### src/rtl/scan_display_4d_pkg.sv
// Shared constants for the multiplexed 7-segment display blocks.
// The segment table is active-low, with segments a..g in bits [0]..[6].
package scan_display_4d_pkg;

    localparam int NDIG = 4;
    localparam logic [3:0] AN_OFF = 4'b1111;
    localparam logic [6:0] SEG_BLANK = 7'h7F;

    typedef logic [1:0] digit_idx_t;

    localparam logic [6:0] HEX_SEG [16] = '{
        7'h40, 7'h79, 7'h24, 7'h30,
        7'h19, 7'h12, 7'h02, 7'h78,
        7'h00, 7'h10, 7'h08, 7'h03,
        7'h46, 7'h21, 7'h06, 7'h0E
    };

endpackage

### src/rtl/scan_display_4d_hex7seg.sv
// Combinational decoder from a nibble to active-low 7-segment patterns.
// Other display blocks can reuse it.
module hex7seg_n
    import scan_display_4d_pkg::*;
(
    input  logic [3:0] nib,
    output logic [6:0] seg
);

    assign seg = HEX_SEG[nib];

endmodule

### src/rtl/scan_display_4d.sv
// Time-multiplexed 4-digit 7-segment driver with per-frame input capture,
// decimal points, blanking and leading-zero suppression.
module scan_display_4d
    import scan_display_4d_pkg::*;
#(
    parameter int SCAN_DIV = 100000,
    parameter int DIV_W    = 17
) (
    input  logic        clk,
    input  logic        rst_n,
    input  logic [15:0] data,
    input  logic [3:0]  dp_in,
    input  logic [3:0]  blank,
    input  logic        lz_en,
    output logic [6:0]  segment,
    output logic        dp,
    output logic [3:0]  AN,
    output logic        frame_tick
);

    logic [DIV_W-1:0] prescaler;
    logic             tick;
    logic             capture;
    digit_idx_t       idx;

    logic [15:0]      sh_data;
    logic [3:0]       sh_dp;
    logic [3:0]       sh_blank;
    logic             sh_lz;

    logic [3:0]       nib;
    logic [6:0]       seg_val;
    logic [NDIG-1:0]  upper_zero;
    logic             dark;

    assign tick    = (prescaler == DIV_W'(SCAN_DIV - 1));
    assign capture = tick && (idx == 2'd3);

    always_ff @(posedge clk or negedge rst_n) begin
        if (!rst_n) begin
            prescaler <= '0;
            idx       <= '0;
        end else begin
            prescaler <= tick ? '0 : prescaler + 1'b1;
            if (tick)
                idx <= idx + 2'd1;
        end
    end

    // Inputs are sampled only at the end of digit 3 so a frame never mixes two values.
    always_ff @(posedge clk or negedge rst_n) begin
        if (!rst_n) begin
            sh_data    <= '0;
            sh_dp      <= '0;
            sh_blank   <= '0;
            sh_lz      <= 1'b0;
            frame_tick <= 1'b0;
        end else begin
            frame_tick <= capture;
            if (capture) begin
                sh_data  <= data;
                sh_dp    <= dp_in;
                sh_blank <= blank;
                sh_lz    <= lz_en;
            end
        end
    end

    assign nib = sh_data[{idx, 2'b00} +: 4];

    hex7seg_n u_hex7seg (
        .nib (nib),
        .seg (seg_val)
    );

    // upper_zero[i]: nibble i and every more significant nibble are zero.
    always_comb begin
        upper_zero    = '0;
        upper_zero[3] = (sh_data[15:12] == 4'h0);
        upper_zero[2] = (sh_data[11:8]  == 4'h0) && upper_zero[3];
        upper_zero[1] = (sh_data[7:4]   == 4'h0) && upper_zero[2];
        upper_zero[0] = (sh_data[3:0]   == 4'h0) && upper_zero[1];
        dark = sh_blank[idx] || (sh_lz && (idx != 2'd0) && upper_zero[idx]);
    end

    always_ff @(posedge clk or negedge rst_n) begin
        if (!rst_n) begin
            AN      <= AN_OFF;
            segment <= SEG_BLANK;
            dp      <= 1'b1;
        end else begin
            AN      <= ~(4'b0001 << idx);
            segment <= dark ? SEG_BLANK : seg_val;
            dp      <= dark ? 1'b1 : ~sh_dp[idx];
        end
    end

endmodule

### config.mk
export PLATFORM = sky130hd
export DESIGN_NAME = scan_display_4d
export DESIGN_NICKNAME = d
export VERILOG_FILES = /design/src/rtl/scan_display_4d_pkg.sv /design/src/rtl/scan_display_4d_hex7seg.sv /design/src/rtl/scan_display_4d.sv
export SDC_FILE = /design/constraint.sdc
export NUM_CORES = 1
export LEC_CHECK = 0
export BUFFER_PORTS_ARGS = -buffer_cell sky130_fd_sc_hd__buf_2
export CORE_ASPECT_RATIO = 0.6
export CORE_MARGIN = 2
export CORE_UTILIZATION = 40
export DETAILED_ROUTE_END_ITERATION = 6
export PLACE_DENSITY = 0.55
export SLEW_MARGIN = 20
export SYNTH_ARGS = -nofsm -noshare
export SYNTH_HDL_FRONTEND = slang
export SYNTH_SLANG_ARGS = --single-unit
### constraint.sdc
create_clock -name clk -period 2.4 [get_ports clk]
set_input_delay 0.24 -clock clk [delete_from_list [all_inputs] [get_ports clk]]
set_output_delay 0.24 -clock clk [all_outputs]
set_load 0.1 [all_outputs]
## Word level (Yosys, flattened, before mapping)

Memories as Yosys holds them, arrays and structs flattened.
Cells that the tools add are included.

| cells by class | value |
|---|---|
| add/sub/neg operators | 2 |
| multiply operators | 0 |
| div/mod/pow operators | 0 |
| magnitude comparators | 2 |
| equal/unequal tests | 2 |
| shift operators | 2 |
| multiplexer cells | 11 |
| bitwise logic cells | 3 |
| reduce and logical (&&, ||, !) cells | 12 |

Operators by type and width:

| cell | number |
|---|---|
| 7-bit 2-to-1 mux | 3 |
| 17-bit by 1-bit adder with 17-bit output (second input constant) | 1 |
| 17-bit equality test (second input constant) | 1 |
| 17-bit 2-to-1 mux | 1 |
| 4-bit zero test | 4 |
| 16-bit by 5-bit indexed part select with 4-bit output | 1 |
| 1-bit binary-select mux with 2-bit select | 3 |
| 1-bit logical AND | 6 |
| 5-bit >= comparator (second input constant) | 1 |
| 4-bit inverter with 5-bit output | 1 |
| 1-bit 2-to-1 mux | 4 |
| 4-bit inverter | 1 |
| 1-bit by 2-bit << shifter with 4-bit output (first input constant) | 1 |
| 2-bit by 3-bit less-than comparator with 1-bit output (second input constant) | 1 |
| 2-bit by 1-bit adder with 2-bit output (second input constant) | 1 |
| 2-bit equality test (second input constant) | 1 |
| 2-bit nonzero test | 1 |
| 1-bit logical OR | 1 |
| 1-bit inverter | 1 |

| storage, ports and cells | value |
|---|---|
| bits in registers | 57 |
| latch bits | 0 |
| bits in writable memories | 0 |
| bits in read-only memories | 112 |
| input port bits | 27 |
| output and inout port bits | 13 |
| logic and storage cells | 45 |
| memories kept | 1 |

Memories:

| name | words | width | rd ports | clocked after memory_dff | write ports | RTL line | text |
|---|---|---|---|---|---|---|---|
| (no name shown) | 16 | 7 | 1 | 0 | 0 | scan_display_4d_hex7seg.sv:10 | `assign seg = HEX_SEG[nib];` |

## Logic depth before layout (Yosys ltp)

| logic depth | value |
|---|---|
| depth in word-level cells | 9 |
| gate-level depth with buffers | 8 |
| depth with buffers taken out | 7 |

## By module

Synthesis repeated with hierarchy kept, for this count alone.

| second synthesis, totals | value |
|---|---|
| cells, all modules | 225 |
| area, all modules | 2867.8 µm² |

Modules (own cells, without submodules):

| module | times used | cells an instance | area each (µm²) | seq. area each (µm²) |
|---|---|---|---|---|
| scan_display_4d | 1 | 193 | 2592.5 | 1441.4 |
| hex7seg_n | 1 | 32 | 275.3 | 0.0 |

## Worst setup path before layout

No wires, ideal clock.

| timing | value |
|---|---|
| path type | register to register |
| start | register idx[1] |
| end | register segment[0] |
| setup time | 0.079 ns |
| arrival time | 1.998 ns |
| data required time | 2.321 ns |
| setup slack | 0.323 ns |
| cell stages (with the launch flop) | 8 |
| buffers on the path | 1 |
| clock period less this slack | 2.077 ns |
| cell sequence | dfrtp_1 -> buf_2 -> mux4_2 -> inv_1 -> ha_1 -> a21oi_1 -> a221o_1 -> o21ai_0 |

| on the way | value |
|---|---|
| longest elaborated chain between the ends | 6 |
| elaborated cells between the ends (all ways) | 14 |
| those cells by class | 1 x shift; 7 x mux; 1 x bitwise; 4 x reduce/logical; 1 x memory |

Ends and longest elaborated chain:

| what | RTL line | text |
|---|---|---|
| start: declaration | scan_display_4d.sv:24 | `digit_idx_t idx;` |
| start signal: assignment | scan_display_4d.sv:46 | `idx <= idx + 2'd1;` |
| 16-bit by 5-bit indexed part select with 4-bit output | scan_display_4d.sv:69 | `assign nib = sh_data[{idx, 2'b00} +: 4];` |
| 4-bit inverter with 5-bit output (implied by the code) | scan_display_4d_hex7seg.sv:10 |  |
| memory read 16 x 7 bit | -- |  |
| 7-bit 2-to-1 mux (implied by the code) (2 in series) | scan_display_4d_hex7seg.sv:10 |  |
| 7-bit 2-to-1 mux (*) | scan_display_4d.sv:93 | `segment <= dark ? SEG_BLANK : seg_val;` |
| end signal: assignment | scan_display_4d.sv:93 |  |
| end: declaration | scan_display_4d.sv:15 | `output logic [6:0] segment,` |

Mark *: on every way between the ends. The rest lies on a longest branch, timed or not. The select of a mux whose other input is x is not followed.
A chain may end at the register's enable or synchronous reset.

## Worst setup path in the final report

Ends and elaborated chain as after synthesis.

==> flow_summary.html <==
<table>
<tr><th>Metric</th><th>Value</th></tr>
<tr><th colspan="2">Run status</th></tr>
<tr><td>Run status</td><td>finished with violations</td></tr>
<tr><td>Failing checks</td><td>DRC</td></tr>
<tr><th colspan="2">Critical path</th></tr>
<tr><td>Cell-by-cell trace of the critical path</td><td>mux4_2 &gt; inv_1 &gt; ha_1 &gt; a21oi_1 &gt; a221o_1 &gt; o21ai_0</td></tr>
<tr><td>Worst EP required</td><td>~2600 ps</td></tr>
<tr><td>Crit path from</td><td>idx[1]</td></tr>
<tr><td>Max incr delay on CP</td><td>around 600 ps</td></tr>
<tr><td>CP top delay family</td><td>multiplexers</td></tr>
<tr><td>Setup crit end kind</td><td>register</td></tr>
<tr><td>Startpoint of the worst register-to-register path</td><td>idx[1]</td></tr>
<tr><td>Highest fanout seen on the critical path</td><td>7</td></tr>
<tr><td>Setup CP Type</td><td>reg2reg</td></tr>
<tr><td>Startpoint Class</td><td>register</td></tr>
<tr><td>Data arrival time of the critical path</td><td>2360 ps</td></tr>
<tr><td>Cell at the slowest stage of the critical path</td><td>mux4_2</td></tr>
<tr><td>Crit path buffers/inverters</td><td>1</td></tr>
<tr><th colspan="2">Min path</th></tr>
<tr><td>Worst min path class</td><td>in2reg</td></tr>
<tr><td>Start point of the worst min-delay path</td><td>data[6]</td></tr>
<tr><th colspan="2">Layout</th></tr>
<tr><td>Antenna cells</td><td>0</td></tr>
<tr><td>Area occupied by registers</td><td>roughly 0.0014 mm2</td></tr>
<tr><td>Synth-to-Final Area Change</td><td>21.64%</td></tr>
<tr><td>Count of nets after finishing</td><td>about 330</td></tr>
<tr><td>Core utilization of the finished layout</td><td>0.5125</td></tr>
<tr><td>Area of the multi-input gates</td><td>around 0.0013 mm2</td></tr>
<tr><td>Layout cells sized above 1</td><td>0.3741</td></tr>
<tr><td>Filler cell count</td><td>roughly 620</td></tr>
<tr><th colspan="2">GRT</th></tr>
<tr><td>Global-route track usage on met1</td><td>0.2925</td></tr>
<tr><td>M2 GR Usage</td><td>0.2036</td></tr>
<tr><td>Global-route track usage on met3</td><td>0.06119</td></tr>
<tr><td>Initial antenna violation count</td><td>0</td></tr>
<tr><td>Global-route congestion overflow total</td><td>0</td></tr>
<tr><td>Pin count of the biggest net entering global routing</td><td>32</td></tr>
<tr><td>First-pass GRT wire length</td><td>~11 mm</td></tr>
<tr><td>Gr usage total</td><td>0.1782</td></tr>
<tr><td>Via count of the first global-routing pass</td><td>roughly 1900</td></tr>
<tr><td>Most utilized layer in the global route result</td><td>met1</td></tr>
<tr><th colspan="2">Synth</th></tr>
<tr><td>Post-Synth XOR/XNOR Area</td><td>0.04897</td></tr>
<tr><td>Area fraction of the dominant cell type after synthesis</td><td>0.3935</td></tr>
<tr><td>Simple-Gate Fraction of Synth Area</td><td>0.1491</td></tr>
<tr><td>Area of the mapped netlist</td><td>~0.0029 mm2</td></tr>
<tr><td>Most instantiated library cell after synthesis</td><td>dfrtp_1</td></tr>
<tr><td>Share of synthesized flip-flops with an asynchronous set or reset</td><td>1.000</td></tr>
<tr><td>Post-synthesis cell type with the largest combined area</td><td>dfrtp_1</td></tr>
<tr><td>Synthesis-stage register bit count</td><td>57</td></tr>
<tr><td>Count of flip-flops with a built-in enable after synthesis</td><td>0</td></tr>
<tr><td>Most used DFF post-synth</td><td>dfrtp_1</td></tr>
<tr><td>Synthesized net count</td><td>about 280</td></tr>
<tr><td>Cell count after synthesis</td><td>239</td></tr>
<tr><td>Adder-cell share of the synthesized area</td><td>0.04810</td></tr>
<tr><td>Avg Inst Size Synth</td><td>between 10 and 15 um2</td></tr>
<tr><td>Number of distinct standard cells referenced by the synthesized netlist</td><td>46</td></tr>
<tr><td>Compound-gate portion of the synthesized area</td><td>0.04547</td></tr>
<tr><td>Synthesis Warnings</td><td>0</td></tr>
<tr><td>Post-synthesis sequential area ratio</td><td>0.5037</td></tr>
<tr><td>Top post-synthesis cells by area</td><td>dfrtp_1 39%, dfstp_2 11%, mux2_2 10%, ha_1 4.8%, mux4_2 4.7%</td></tr>
<tr><td>Post-synth top cells</td><td>45 x dfrtp_1, 26 x mux2_2, 18 x nand2_1</td></tr>
<tr><td>Largest family of logic cells by synthesized area</td><td>multiplexers</td></tr>
<tr><td>Mux contribution to synthesized area</td><td>0.1710</td></tr>
<tr><th colspan="2">Drt</th></tr>
<tr><td>Per-cell via count in the routed design</td><td>5.147</td></tr>
<tr><td>Average wire per cell in the routed design</td><td>roughly 16 um</td></tr>
<tr><td>Via count of the routed design</td><td>about 2000</td></tr>
<tr><td>Number of nets with antenna violations after routing</td><td>0</td></tr>
<tr><td>Pre-Repair DR Iteration Count</td><td>6</td></tr>
<tr><td>Number of design rule violations left after detail routing</td><td>2</td></tr>
<tr><td>Wirelength, routed</td><td>between 6 and 7 mm</td></tr>
<tr><td>Initial drt markers</td><td>between 100 and 150</td></tr>
<tr><th colspan="2">Floorplan</th></tr>
<tr><td>Horizontal extent of the die</td><td>around 110 um</td></tr>
<tr><td>Number of placement rows</td><td>23</td></tr>
<tr><td>I/O pin count</td><td>40</td></tr>
<tr><td>Die height</td><td>69.52 um</td></tr>
<tr><td>Area enclosed by the die boundary</td><td>slightly below 0.008 mm2</td></tr>
<tr><td>Area of the placeable core</td><td>0.006792 mm2</td></tr>
<tr><td>Starting utilization of the core area</td><td>0.4213</td></tr>
<tr><th colspan="2">STA</th></tr>
<tr><td>Unrepaired setup endpoints after global routing</td><td>no</td></tr>
<tr><td>Worst relative slew slack</td><td>0.5276</td></tr>
<tr><td>Final Max Slew Viols</td><td>0</td></tr>
<tr><td>Final worst clock skew</td><td>about 7.5 ps</td></tr>
<tr><td>Setup violation total in the final timing report</td><td>0</td></tr>
<tr><td>Final critical delay including setup and external delays</td><td>between 2000 and 2500 ps</td></tr>
<tr><td>Number of hold violations in the final report</td><td>0</td></tr>
<tr><td>Fmax achieved</td><td>~0.47 GHz</td></tr>
<tr><td>Tightest Pin Transition</td><td>708.6 ps</td></tr>
<tr><td>Total Negative Setup Slacks</td><td>0 ps</td></tr>
<tr><td>Final critical-path share of the clock period</td><td>0.8811</td></tr>
<tr><th colspan="2">Clock tree</th></tr>
<tr><td>Clock latency reported for the late side of the worst-skew pair</td><td>about 330 ps</td></tr>
<tr><td>Number of buffers added by the clock tree synthesis step</td><td>9</td></tr>
<tr><td>Sink count of the clock tree</td><td>57</td></tr>
<tr><td>Library cell used as clock root buffer</td><td>clkbuf_16</td></tr>
<tr><td>Post-CTS repair timing setup buffer count</td><td>0</td></tr>
<tr><td>TritonCTS clock tree</td><td>yes</td></tr>
<tr><td>Post-CTS Hold Buffers</td><td>1</td></tr>
<tr><td>Number of instances resized during post-cts repair</td><td>0</td></tr>
<tr><td>H-Tree Depth</td><td>3</td></tr>
<tr><td>Clock transition at path regs</td><td>roughly 50 ps</td></tr>
<tr><td>Max Buffers Root-to-Sink</td><td>2</td></tr>
<tr><th colspan="2">Placed design</th></tr>
<tr><td>Number of I/O port buffers</td><td>39</td></tr>
<tr><td>Half-perimeter wire length after placement</td><td>about 4.5 mm</td></tr>
<tr><td>RePlAce Congestion</td><td>between 0.9 and 1</td></tr>
<tr><th colspan="2">Power and ir drop</th></tr>
<tr><td>Reported leakage power</td><td>roughly 1.5 nW</td></tr>
<tr><td>Cell Pwr Density</td><td>722.9 mW/mm2</td></tr>
<tr><td>Share of total power consumed by net switching</td><td>0.2335</td></tr>
<tr><td>Design internal power</td><td>1.929 mW</td></tr>
<tr><td>Sequential share of power</td><td>0.409</td></tr>
<tr><td>Share of power burned in the clock network</td><td>0.506</td></tr>
<tr><td>Switching power total</td><td>between 0.5 and 0.6 mW</td></tr>
<tr><td>Worst-case vdd ir drop</td><td>0.2909 mV</td></tr>
<tr><td>Share of power burned in combinational logic</td><td>0.085</td></tr>
<tr><td>Post-route total power</td><td>between 2 and 3 mW</td></tr>
<tr><th colspan="2">Flow run</th></tr>
<tr><td>Max-cap violations</td><td>0</td></tr>
</table>
-- metal layers --
layer	routed length [um]	part of all wire	vias to the layer above
met5	0	0	-
li1	-	-	959
met3	453	0.075	13
met2	2092	0.34	60
met4	103	0.017	0
met1	3430	0.56	929
-- area by class of cell --
class	count	share of cell area
clock buffer	13	0.07477
sequential	57	0.4141
timing repair buffer	48	0.07620
clock inverter	3	0.01150
tap	87	0.03127
inverter	11	0.01186
multi-input combinational	162	0.3803
-- final timing paths --
check | end | cells after the start | slack (ps)
setup / recovery | segment[0] | 6 | 290
hold / removal | sh_data[6] | 2 | 140
setup reg to reg | segment[0] | 6 | 290
hold reg to reg | prescaler[0] | 1 | 490
max in group asynchronous | segment[1] | 3 | 1150
min in group asynchronous | sh_data[13] | 2 | 500
-- kinds of logic (layout without fill, tap and decap cells) --
| kind of cell | after synthesis | count (layout) |
|---|---|---|
| adders and majority gates | 11 | 11 |
| and+or+nand+nor | 78 | 78 |
| muxes | 38 | 38 |
| DFF | 57 | 57 |
| AOI/OAI and AO/OA | 19 | 19 |
| xor gates and xnor gates | 16 | 16 |
| buffers and inverters | 20 | 75 |
-- sequential cells by signal, indices dropped and copies added, names as in the netlist --
register	cells
idx	2
sh_lz	1
segment	7
prescaler	17
frame_tick	1
sh_blank	4
AN	4
dp	1
sh_data	16
sh_dp	4
-- through the flow --
stage               cell area [um2]  setup WS [ps]  hold slack (ps)  cells
finish                         3481          285.3            143.0    381
global route                   3481          109.1            135.1    381
CTS                            3481          295.5            129.3    381
detailed placement             3171          316.2            341.3    364
global placement               3171          383.4            345.0    364
floorplan                      2861          322.9           -55.59    239
-- power groups by stage --
stage / sequential [mW] / clock, mW / combinational, mW
after floorplan: 1.11 / 0 / 0.0704
after global placement: 1.04 / 0 / 0.217
after detailed placement: 1.04 / 0 / 0.216
after CTS: 1.03 / 1.30 / 0.218
after global routing: 1.03 / 1.34 / 0.235
final: 1.03 / 1.27 / 0.215
-- worst register-to-register path: stages (launching register included) --
cell and delay, ps:
dfrtp_1 410, mux4_2 600, inv_1 140, ha_1 300
a21oi_1 70, a221o_1 350, o21ai_0 160
-- placed cells by master (no fill, tap or decap), drive strengths merged, types with 2 or more instances in the layout --
master / netlist / final
a21oi: 4 / 4
and2: 4 / 4
and4: 2 / 2
buf: 6 / 47
clkbuf: 3 / 13
clkinv: 0 / 2
dfrtp: 45 / 45
dfstp: 12 / 12
ha: 11 / 11
inv: 11 / 11
mux2: 27 / 27
mux2i: 5 / 5
mux4: 6 / 6
nand2: 18 / 18
nand2b: 2 / 2
nand3: 14 / 14
nand3b: 2 / 2
nand4: 2 / 2
nor2: 15 / 15
nor3: 4 / 4
nor4: 3 / 3
nor4b: 2 / 2
o211ai: 3 / 3
o21ai: 4 / 4
o21bai: 2 / 2
or4: 4 / 4
xnor2: 11 / 11
xor2: 5 / 5
No activity file was read; power rests on OpenSTA's default activity.
